<file path="src/rtl/turbo_pkg.sv">
// Shared definitions for the turbo encoder and its SISO decoder partner.
// Holds the encoder FSM states, trellis sizing and the 4-state trellis
// functions: next state = {u, s[1]}, parity = u ^ s[0].
package turbo_pkg;

  typedef enum logic [1:0] {
    LOAD   = 2'd0,
    ENCODE = 2'd1,
    TAIL   = 2'd2
  } enc_fsm_e;

  localparam int TAIL_LEN = 2;
  localparam int N_STATES = 4;
  localparam int SW       = $clog2(N_STATES);

  // Shift the new input bit into the MSB; the LSB falls off.
  function automatic logic [SW-1:0] trellis_next(input logic [SW-1:0] s, input logic u);
    return {u, s[SW-1]};
  endfunction

  // Feed-forward parity: the input bit against the bit two steps back.
  function automatic logic trellis_par(input logic [SW-1:0] s, input logic u);
    return u ^ s[0];
  endfunction

endpackage

</file>
<file path="src/rtl/rsc_enc_core.sv">
// Single constituent encoder: one 4-state trellis register plus parity.
// Parity is combinational from the held state and the current input bit,
// so it stays stable for as long as the step is not accepted.
module rsc_enc_core
  import turbo_pkg::*;
(
  input  logic          clk,
  input  logic          rst_n,
  input  logic          clr,
  input  logic          step_en,
  input  logic          u,
  output logic          par,
  output logic [SW-1:0] state
);

  // Encoder memory advances only on an accepted beat; clr returns it to zero.
  always_ff @(posedge clk) begin
    if (!rst_n || clr) begin
      state <= '0;
    end else if (step_en) begin
      state <= trellis_next(state, u);
    end
  end

  assign par = trellis_par(state, u);

endmodule

</file>
<file path="src/rtl/turbo_block_encoder.sv">
// Rate-1/3 turbo block encoder: buffers K info bits, then emits K data steps
// and TAIL_LEN tail steps of (sys, par1, par2) over a valid/ready handshake.
// Encoder 1 sees natural order, encoder 2 sees pi(k) = (P*k + OFF) mod K,
// with the interleaver address stepped by add-and-wrap instead of a modulo.
// Optional macro TURBO_ENC_PUNCT_EN: alternate par_en_o during data steps
// (rate 1/2); data outputs are unaffected by it.
module turbo_block_encoder
  import turbo_pkg::*;
#(
  parameter int K   = 19,
  parameter int P   = 7,
  parameter int OFF = 0
) (
  input  logic       clk_p_i,
  input  logic       rst_n_i,
  input  logic       in_bit_i,
  input  logic       in_valid_i,
  output logic       in_ready_o,
  output logic       sys_o,
  output logic       par1_o,
  output logic       par2_o,
  output logic [1:0] par_en_o,
  output logic       out_valid_o,
  input  logic       out_ready_i,
  output logic       out_last_o
);

  localparam int W = $clog2(K + TAIL_LEN);
  localparam logic [W-1:0] OFF_W     = W'(OFF);
  localparam logic [W-1:0] LAST_DATA = W'(K - 1);
  localparam logic [W:0]   P_X       = (W+1)'(P);
  localparam logic [W:0]   K_X       = (W+1)'(K);

  enc_fsm_e          fsm;
  logic [W-1:0]      wr_cnt;
  logic [W-1:0]      step;
  logic [W-1:0]      addr;
  logic [(1<<W)-1:0] bit_buf;

  logic              in_fire;
  logic              fire;
  logic              last_fire;
  logic              u1;
  logic              u2;
  logic [W:0]        addr_sum;
  logic [W-1:0]      addr_nxt;
  logic [SW-1:0]     s1;
  logic [SW-1:0]     s2;

  assign in_fire   = in_valid_i & in_ready_o;
  assign fire      = out_valid_o & out_ready_i;
  assign last_fire = fire & out_last_o;

  // Interleaver address: one add, one conditional subtract of K.
  assign addr_sum = {1'b0, addr} + P_X;
  assign addr_nxt = (addr_sum >= K_X) ? W'(addr_sum - K_X) : W'(addr_sum);

  // Tail steps drive u=0 into both encoders, flushing them back to state 0.
  assign u1 = (fsm == ENCODE) ? bit_buf[step] : 1'b0;
  assign u2 = (fsm == ENCODE) ? bit_buf[addr] : 1'b0;

  // Info-bit buffer; deliberately not reset, a new block overwrites it.
  always_ff @(posedge clk_p_i) begin
    if (in_fire) begin
      bit_buf[wr_cnt] <= in_bit_i;
    end
  end

  // Block sequencing: LOAD collects K bits, ENCODE/TAIL emit K+2 beats.
  always_ff @(posedge clk_p_i) begin
    if (!rst_n_i) begin
      fsm         <= LOAD;
      wr_cnt      <= '0;
      step        <= '0;
      addr        <= OFF_W;
      in_ready_o  <= 1'b1;
      out_valid_o <= 1'b0;
      out_last_o  <= 1'b0;
    end else begin
      case (fsm)
        LOAD: begin
          if (in_fire) begin
            if (wr_cnt == LAST_DATA) begin
              fsm         <= ENCODE;
              wr_cnt      <= '0;
              in_ready_o  <= 1'b0;
              out_valid_o <= 1'b1;
            end else begin
              wr_cnt <= wr_cnt + 1'b1;
            end
          end
        end
        ENCODE: begin
          if (fire) begin
            step <= step + 1'b1;
            addr <= addr_nxt;
            if (step == LAST_DATA) begin
              fsm <= TAIL;
            end
          end
        end
        TAIL: begin
          if (fire) begin
            if (!out_last_o) begin
              step       <= step + 1'b1;
              out_last_o <= 1'b1;
            end else begin
              fsm         <= LOAD;
              step        <= '0;
              addr        <= OFF_W;
              in_ready_o  <= 1'b1;
              out_valid_o <= 1'b0;
              out_last_o  <= 1'b0;
            end
          end
        end
        default: begin
          fsm         <= LOAD;
          in_ready_o  <= 1'b1;
          out_valid_o <= 1'b0;
          out_last_o  <= 1'b0;
        end
      endcase
    end
  end

  rsc_enc_core u_enc1 (
    .clk     (clk_p_i),
    .rst_n   (rst_n_i),
    .clr     (last_fire),
    .step_en (fire),
    .u       (u1),
    .par     (par1_o),
    .state   (s1)
  );

  rsc_enc_core u_enc2 (
    .clk     (clk_p_i),
    .rst_n   (rst_n_i),
    .clr     (last_fire),
    .step_en (fire),
    .u       (u2),
    .par     (par2_o),
    .state   (s2)
  );

  // In LOAD both encoders sit at state 0 with u=0, so parity reads 0 there.
  assign sys_o = u1;

`ifdef TURBO_ENC_PUNCT_EN
  assign par_en_o = (fsm == ENCODE) ? (step[0] ? 2'b10 : 2'b01) : 2'b11;
`else
  assign par_en_o = 2'b11;
`endif

endmodule
</file>
<file path="config.mk">
export PLATFORM = sky130hd
export DESIGN_NAME = turbo_block_encoder
export DESIGN_NICKNAME = d
export VERILOG_FILES = /design/src/rtl/turbo_pkg.sv /design/src/rtl/rsc_enc_core.sv /design/src/rtl/turbo_block_encoder.sv
export SDC_FILE = /design/constraint.sdc
export NUM_CORES = 1
export LEC_CHECK = 0
export BUFFER_PORTS_ARGS = -buffer_cell sky130_fd_sc_hd__buf_4
export CAP_MARGIN = 5
export CORE_MARGIN = 2
export CORE_UTILIZATION = 55
export CTS_BUF_LIST = sky130_fd_sc_hd__clkbuf_8
export CTS_CLUSTER_DIAMETER = 30
export DETAILED_ROUTE_END_ITERATION = 7
export PLACE_DENSITY = 0.74
export SYNTH_ARGS = -nofsm -noshare
export SYNTH_HDL_FRONTEND = slang
export SYNTH_SLANG_ARGS = --single-unit
</file>
<file path="constraint.sdc">
create_clock -name clk_p_i -period 5.2 [get_ports clk_p_i]
set_input_delay 0.26 -clock clk_p_i [delete_from_list [all_inputs] [get_ports clk_p_i]]
set_output_delay 0.26 -clock clk_p_i [all_outputs]
set_load 0.05 [all_outputs]
</file>
==> reports/qor.csv, run 1 <==
metric;value;unit
num-nets-final;322;
ant_nets;0;
powerDensity;232;nW/um^2
critPathMaxFanout;22;
routedWlPerCell;16.1;um
peakVddDrop;0.223;mV
dp_hpwl;4.39;mm
grt_setup_unrepaired;false;
area_delta_synth_final;4.94;%
crit_type;flop to output pin;
dieArea;6330;um^2
crit_path_cell_trace;mux2i_1, mux4_2, a22oi_1, and3_1, xor2_1, buf_4;
end_kind;output pin;
path_clk_slew;100;ps
finalClockSkew;9.26;ps
grt_pass1_vias;2080;
initialDrtViolationCount;143;
n_antenna_cell;0;
grt_pass1_wl;10.4;mm
p_leak;1.03;nW
synth_area;3140;um^2
synth_edf_count;32;
start_util;0.571;
die_x;79.6;um
place.gp.congestion;0.852;
ctsResizeCount;0;
core-area;5510;um^2
reg2reg_from;addr[0];
setup_viol;0;
holdCritStartpoint;rst_n_i;
fmax;313;MHz
status;complete, no violations;
min_period;3190;ps
worst_pin_slew;1050;ps
cts_htree_levels;2;
firstDrtPassIters;4;
worstPathArrival;2930;ps
slowest_stage;dfxtp_1;
viasPerCell;5.93;
whs_path_depth;2;
finalSetupTns;0;ps
whs;209;ps
synth-seq-cells;56;
cts-root-buf;clkbuf_8;
async_flop_share;0;
postCtsHoldBufs;0;
wl;6.17;mm
boundaryPins;13;
period_share;0.614;
finalMaxSlewViolations;0;
hold_class;input port to flop;
grt_max_degree;33;
cts_tree;done;
drc;0;
cp-start-kind;flop;
yosysUniqueCellTypes;47;
clock_sinks;56;
ys_warn_count;0;
crit_start;step[1];
final_cell_mix;nor2_1 (55), edfxtp_1 (32), dfxtp_1 (24);
grt_use_total;0.209;
hold_viol_final;0;
rows;27;
synth_flop_cell;edfxtp_1;
worstRegToRegCells;7;
mostFrequentLayoutCell;nor2_1;
avgSynthCellArea;10.0;um^2
yosysSeqAreaShare;0.459;
slowest_delay;1030;ps
io_buffers;10;
max_slew_margin;0.302;
insertion_delay;320;ps
cp_data_required_time;4940;ps
grt-ovfl-total;0;
synthCells;314;
grt_antenna_before_repair;0;
ctsLongestPathBuffers;2;
numCtsBuffers;5;
drv_cap;0;
vias;2272;
post_cts_buffers;0;
drive_above_1_share;0.113;
die_y;79.6;um
[layer usage]
| metal | track usage | vias up | share of wire |
|---|---|---|---|
| met2 | 0.326 | 50 | 0.47 |
| met3 | 0.0339 | 6 | 0.040 |
| met4 | 0.0569 | 0 | 0.011 |
| met1 | 0.304 | 1090 | 0.48 |
| met5 | 0 | - | 0 |
| li1 | - | 1126 | - |
[registers in the layout (all words and copies together) (netlist names)]
name          flops
bit_buf          32
addr              5
step              5
wr_cnt            5
fsm               2
u_enc1.state      2
u_enc2.state      2
in_ready_o        1
out_last_o        1
out_valid_o       1
[stage by stage]
step | total power, mW | setup WS, ps | area, um^2 | utilization | instances
2_1_floorplan | 0.510 | 2360 | 3150 | - | 315
3_3_place_gp | 0.521 | 2460 | 3200 | 0.581 | 375
3_5_place_dp | 0.521 | 2340 | 3200 | 0.581 | 375
4_1_cts | 0.769 | 1990 | 3300 | 0.599 | 383
5_1_grt | 0.786 | 1850 | 3300 | 0.599 | 383
6_report | 0.764 | 2010 | 3300 | 0.599 | 383
[kinds of logic (layout without fill, tap and decap cells)]
kind of cell / Yosys count / in the layout / synth area share
DFF: 56 / 56 / 0.459
and+or+nand+nor: 133 / 133 / 0.205
adders and majority gates: 7 / 7 / 0.0279
muxes: 32 / 32 / 0.144
buffers and inverters: 32 / 28 / 0.0470
xor gates and xnor gates: 9 / 9 / 0.0251
AOI/OAI and AO/OA: 44 / 44 / 0.0904
other: 1 / 2 / 0.00119
[worst max-delay path, delay by kind of cell, from the launching register on]
kind / cells / cell delay, ps
buf+inv: 1 / 210
flops: 1 / 1030
simple gates: 1 / 260
xor+xnor: 1 / 160
compound gates: 1 / 260
mux: 2 / 690
[layout make-up]
cell class                 instances  area (um^2)
clock buffer                       5         68.8
clock inverter                     3         27.5
fill                             457         2210
inverter                          10         37.5
multi-input combinational        227         1560
sequential                        56         1440
tap                               72         90.1
timing repair buffer              10         75.1
[where the power goes]
part | leakage (nW) | internal [mW] | switching (mW)
sequential | 0.482 | 0.470 | 0.00455
clock | 0.0463 | 0.0993 | 0.153
combinational | 0.502 | 0.0130 | 0.0231
[cell usage after synthesis, types with 2 or more instances]
| master | number | area, um^2 |
|---|---|---|
| mux2_2 | 6 | 67.6 |
| o21a_1 | 3 | 22.5 |
| edfxtp_1 | 32 | 961 |
| nor3b_1 | 3 | 22.5 |
| nand3_1 | 13 | 65.1 |
| dfxtp_1 | 24 | 480 |
| ha_1 | 7 | 87.6 |
| a22oi_1 | 3 | 22.5 |
| o31a_1 | 2 | 17.5 |
| nand2b_1 | 2 | 12.5 |
| clkbuf_1 | 13 | 48.8 |
| mux4_2 | 10 | 225 |
| o22ai_1 | 3 | 18.8 |
| nor4_1 | 2 | 12.5 |
| inv_1 | 9 | 33.8 |
| and2_1 | 2 | 12.5 |
| nor3_1 | 5 | 25.0 |
| xor2_1 | 7 | 61.3 |
| a21oi_1 | 10 | 50.1 |
| o21ai_0 | 9 | 45.0 |
| nor2b_1 | 5 | 31.3 |
| nand4_1 | 6 | 37.5 |
| a31oi_1 | 3 | 18.8 |
| nor2_1 | 55 | 206 |
| or3_1 | 3 | 18.8 |
| buf_4 | 4 | 30.0 |
| mux2i_1 | 16 | 160 |
| a32oi_1 | 4 | 35.0 |
| xnor2_1 | 2 | 17.5 |
| nand2_1 | 20 | 75.1 |
| buf_2 | 4 | 20.0 |
| and3_1 | 3 | 18.8 |
| nand3b_1 | 9 | 67.6 |
| a221oi_1 | 2 | 17.5 |
[final timing paths]
path	slack, ps	end
setup / recovery	2010	par1_o
hold / removal	210	step[0]
setup reg to reg	2840	addr[0]
hold reg to reg	500	u_enc2.state[0]
(Power assumes the default switching activity.)
==> run 2, diff against run 1 <==
--- a/config.mk
+++ b/config.mk
@@ -12,7 +12,7 @@
 export CTS_BUF_LIST = sky130_fd_sc_hd__clkbuf_8
 export CTS_CLUSTER_DIAMETER = 30
 export DETAILED_ROUTE_END_ITERATION = 7
-export PLACE_DENSITY = 0.74
+export PLACE_DENSITY = 0.77
 export SYNTH_ARGS = -nofsm -noshare
 export SYNTH_HDL_FRONTEND = slang
 export SYNTH_SLANG_ARGS = --single-unit
==> constraint.sdc (replaced) <==
create_clock -name clk_p_i -period 2.8 [get_ports clk_p_i]
set_input_delay 0.14 -clock clk_p_i [delete_from_list [all_inputs] [get_ports clk_p_i]]
set_output_delay 0.14 -clock clk_p_i [all_outputs]
set_load 0.05 [all_outputs]
==> run 2 against run 1 <==
Cell count increased by 1.0%. Setup slack worse by 1800 ps. Combinational power rose by 91%. Sequential power increased by 86%. Clock skew down 0.95 ps. Flip-flop and latch count unchanged. Highest routed layer unchanged. First-iteration DRC count up 48%. Clock power grew 110%. Global-route usage up 1.2 points. Via count increased by 2.2%. Sequential share of layout area down 0.57 points. Total power rose by 96%.
==> reports/qor.csv, run 2 (synthesis results as in run 1) <==
metric;value;unit
status;complete, no violations;
finalMaxSlewViolations;0;
insertion_delay;310;ps
swShare;0.219;
final_area;3340;um^2
critPathMaxFanout;17;
finalClockSkew;8.31;ps
routedWlPerCell;16.5;um
p_switching;0.328;mW
largest_reg_flops;32;
area_delta_synth_final;6.41;%
dp_hpwl;4.66;mm
power;1.49;mW
cp_top_family;flip-flops;
cts_tree;done;
grt_max_degree;33;
viasPerCell;6.00;
postCtsHoldBufs;0;
max_slew_margin;0.536;
grt_antenna_before_repair;0;
largest_register;bit_buf;
n_antenna_cell;0;
cp-start-kind;flop;
ctsLongestPathBuffers;2;
post_cts_buffers;0;
worstPathArrival;2440;ps
final_cell_mix;nor2_1 (55), edfxtp_1 (32), dfxtp_1 (23);
post_dp_cell_area;3230;um^2
hold_class;input port to flop;
drive_above_1_share;0.124;
wl;6.40;mm
pwr-share-comb;0.046;
worst_pin_slew;694;ps
start_util;0.571;
slowest_delay;780;ps
initialDrtViolationCount;211;
dpl_worst_slack;459;ps
rows;27;
die_y;79.6;um
slowest_stage;dfxtp_1;
min_period;2580;ps
firstDrtPassIters;4;
grt_pass1_vias;2257;
crit_type;flop to output pin;
pwr-share-seq;0.591;
vias;2323;
drv_cap;0;
end_kind;output pin;
powerDensity;447;nW/um^2
setup_viol;0;
place.gp.congestion;0.804;
boundaryPins;13;
setup_ws;219;ps
path_buf_inv;1;
path_clk_slew;110;ps
drc;0;
cts_htree_levels;2;
finalSetupTns;0;ps
post-route-util;0.607;
grt_pass1_wl;10.8;mm
clock_sinks;56;
die_x;79.6;um
numCtsBuffers;5;
mostFrequentLayoutCell;nor2_1;
p_leak;1.07;nW
core-area;5510;um^2
io_buffers;10;
hold_viol_final;0;
peakVddDrop;0.339;mV
grt_use_total;0.221;
ant_nets;0;
grt-ovfl-total;0;
crit_path_cell_trace;mux4_2, nand3b_1, nand4_1, nand3_1, xnor2_1, buf_4;
num-nets-final;326;
cts-root-buf;clkbuf_8;
fmax;387;MHz
cp_data_required_time;2660;ps
internal_power;1.17;mW
p_clk_frac;0.363;
grt_setup_unrepaired;false;
dieArea;6330;um^2
period_share;0.922;
run 2: changes by cell type in the layout (fill, tap and decap cells not counted), sizes merged:
cell	before	now
buf	10	14
bufinv	0	1
clkinv	2	1
clkinvlp	1	0
inv	10	11
run 2: worst reg2reg max path, stage by stage (launching register included):
cell and delay, ps:
dfxtp_1 780, inv_1 110, ha_1 310, o31a_1 270, nor3_1 240, nor2_1 100
or3_1 310, a21oi_1 170
run 2: area by class of cell:
type                    count  area (um^2)
clock buffers               5         68.8
clock inverters             3         42.5
fillers                   463         2160
inverters                  10         37.5
multi-input cells         227         1560
flip-flops and latches     56         1440
well taps                  72         90.1
repair buffers             14          105
run 2: power by group through the flow:
stage | logic (mW) | registers [mW] | clock network, mW
floorplan | 0.0522 | 0.896 | 0
global route | 0.0773 | 0.884 | 0.580
detailed placement | 0.0695 | 0.901 | 0
global placement | 0.0677 | 0.900 | 0
finish | 0.0688 | 0.882 | 0.542
CTS | 0.0692 | 0.882 | 0.542
run 2: final timing paths:
check	startpoint	to	slack [ps]	depth (start not counted)
worst max register to register	addr[1]	addr[0]	450	7
worst min-delay path	rst_n_i	step[0]	100	2
worst max-delay path	addr[1]	par2_o	220	6
worst min register to register	u_enc2.state[0]	u_enc2.state[0]	490	2
run 2: what timing repair did:
| action | 4_1_cts | 5_1_grt |
|---|---|---|
| setup endpoints to repair | 0 | 1 |
| gates resized for setup | 0 | 1 |
| endpoints found under the hold margin | 0 | 0 |
run 2: metal layers:
layer | GRT usage | wire [um]
met1 | 0.305 | 2980
met2 | 0.355 | 3020
met3 | 0.0339 | 265
met4 | 0.0810 | 135
met5 | 0 | 0
run 2: metrics by stage:
stage | cells | hold WS, ps
6_report | 387 | 97.6
4_1_cts | 387 | 94.5
3_3_place_gp | 379 | 419
5_1_grt | 387 | 99.1
3_5_place_dp | 379 | 420
2_1_floorplan | 315 | 239
==> run 3, diff against run 2 <==
--- a/config.mk
+++ b/config.mk
@@ -15,4 +15,5 @@
 export PLACE_DENSITY = 0.77
 export SYNTH_ARGS = -nofsm -noshare
 export SYNTH_HDL_FRONTEND = slang
+export SYNTH_HIERARCHICAL = 1
 export SYNTH_SLANG_ARGS = --single-unit
==> run 3 against run 2 <==
Global-route usage down 0.98 points. Combinational power down 22%. Via count shrank 5.0%. First-iteration DRC count decreased by 12%. Critical path type unchanged. Largest power group unchanged.
==> reports/qor.csv, run 3 <==
metric;value;unit
num-nets-final;311;
synthSimpleGateAreaFrac;0.187;
yosysMostFrequentCell;nor2_1;
end_kind;output pin;
rows;27;
initialDrtViolationCount;186;
cts-root-buf;clkbuf_8;
synth_adder_area_share;0.0279;
fin_cells;372;
hold_class;input port to flop;
synth-xor-area-share;0.0251;
avgSynthCellArea;10.6;um^2
setup_viol;0;
numCtsBuffers;5;
holdCritStartpoint;rst_n_i;
io_buffers;10;
critPathMaxFanout;7;
p_leak;1.08;nW
postCtsHoldBufs;0;
wl;6.28;mm
synth-seq-cells;56;
finalClockSkew;7.52;ps
power;1.46;mW
dieArea;6320;um^2
n_antenna_cell;0;
grt_use_met2;0.329;
whs_path_depth;2;
yosysUniqueCellTypes;60;
routedWlPerCell;16.9;um
viasPerCell;5.93;
period_share;0.918;
core-area;5510;um^2
ant_nets;0;
clock_sinks;56;
synth_top_family_by_area;simple AND/OR/NAND/NOR gates;
netlist_top_cells_area;edfxtp_1 (31%), dfxtp_1 (15%), mux4_2 (8.6%);
grt_setup_unrepaired;false;
synth_compound_area_frac;0.112;
gr-usage-met3;0.0339;
r2r_setup_slack;710;ps
cts_htree_levels;2;
cts_tree;done;
synth_mux_area_frac;0.136;
status;complete, no violations;
worstPathArrival;2430;ps
insertion_delay;310;ps
post-route-util;0.604;
synthCells;297;
hold_viol_final;0;
place.gp.congestion;0.861;
grt-ovfl-total;0;
mostFrequentLayoutCell;nor2_1;
powerDensity;440;nW/um^2
firstDrtPassIters;6;
fmax;389;MHz
synth_edf_count;32;
synth_flop_cell;edfxtp_1;
grt_antenna_before_repair;0;
async_flop_share;0;
max_slew_margin;0.605;
whs;61.2;ps
largest_reg_flops;32;
cp_data_required_time;2660;ps
synthDominantCellAreaShare;0.306;
dp_hpwl;4.62;mm
grt_max_degree;33;
drv_cap;0;
min_period;2570;ps
fillers;453;
crit_type;flop to output pin;
busiest_layer;met2;
grt_pass1_wl;10.4;mm
regToRegEndpoint;addr[0];
yosysTopAreaCell;edfxtp_1;
start_util;0.570;
final_cell_mix;nor2_1 (51), edfxtp_1 (32), dfxtp_1 (22);
area_delta_synth_final;5.98;%
worstRegToRegCells;7;
dp_cells;364;
drive_above_1_share;0.150;
finalSetupTns;0;ps
grt_pass1_vias;2046;
ys_warn_count;6;
vias;2207;
grt_use_total;0.212;
hold_end;in_ready_o;
peakVddDrop;0.278;mV
synth_area;3140;um^2
reg2reg_from;addr[1];
boundaryPins;13;
drc;0;
largest_register;bit_buf;
finalMaxSlewViolations;0;
worst_pin_slew;588;ps
path_clk_slew;110;ps
post_synth_most_frequent_cells;nor2_1 (51), edfxtp_1 (32), dfxtp_1 (24);
die_x;79.5;um
use_met1;0.306;
yosysSeqAreaShare;0.460;
die_y;79.5;um
ctsLongestPathBuffers;2;
cp-start-kind;flop;
run 3: final cells by class:
class,instances,area (um^2),area share
Timing Repair Buffer,13,97.6,0.0294
Clock buffer,5,68.8,0.0207
Sequential cell,56,1440,0.434
Clock inverter,3,42.5,0.0128
Inverter,11,41.3,0.0124
Multi-Input combinational cell,212,1540,0.463
Tap cell,72,90.1,0.0271
run 3: worst max path at each step:
| stage | start | end | cells past startpoint |
|---|---|---|---|
| floorplan | step[1] | par1_o | 6 |
| global placement | addr[1] | par2_o | 6 |
| detailed placement | addr[1] | par2_o | 6 |
| CTS | addr[1] | par2_o | 6 |
| global route | addr[2] | par2_o | 6 |
| finish | step[0] | par1_o | 6 |
run 3: critical path, stage by stage (launching register included):
cell and delay, ps:
dfxtp_1 620, mux4_2 560, mux2i_1 190, o211ai_1 100
and4_1 260, xor2_1 170, buf_4 220
run 3: report_power, final:
| part | switching [mW] | total (mW) | internal, mW |
|---|---|---|---|
| Sequential | 0.00427 | 0.876 | 0.872 |
| Clock | 0.268 | 0.533 | 0.265 |
| Combinational | 0.0382 | 0.0537 | 0.0155 |
run 3: routing by layer:
metal | share of wire | up-vias
li1 | - | 1096
met1 | 0.48 | 1037
met2 | 0.47 | 65
met3 | 0.038 | 9
met4 | 0.013 | 0
met5 | 0 | -
run 3: timing repair:
action                     in CTS  in global routing
setup buffers                   0                  0
resized for setup               0                  2
setup endpoints to repair       0                  1
run 3: logic make-up after synthesis:
kind of cell             count (synthesis)
multiplexers                            26
AND/OR/NAND/NOR                        119
other                                    1
buffers and inverters                   30
flip-flops                              56
XOR/XNOR                                 9
AO/OA/AOI/OAI                           49
adder cells (fa/ha/maj)                  7
run 3: per-stage QoR:
step,setup WS (ps),instance area [um^2]
after floorplan,194,3140
after global placement,525,3210
after detailed placement,450,3210
after CTS,97.0,3320
after global routing,68.0,3320
final,229,3320
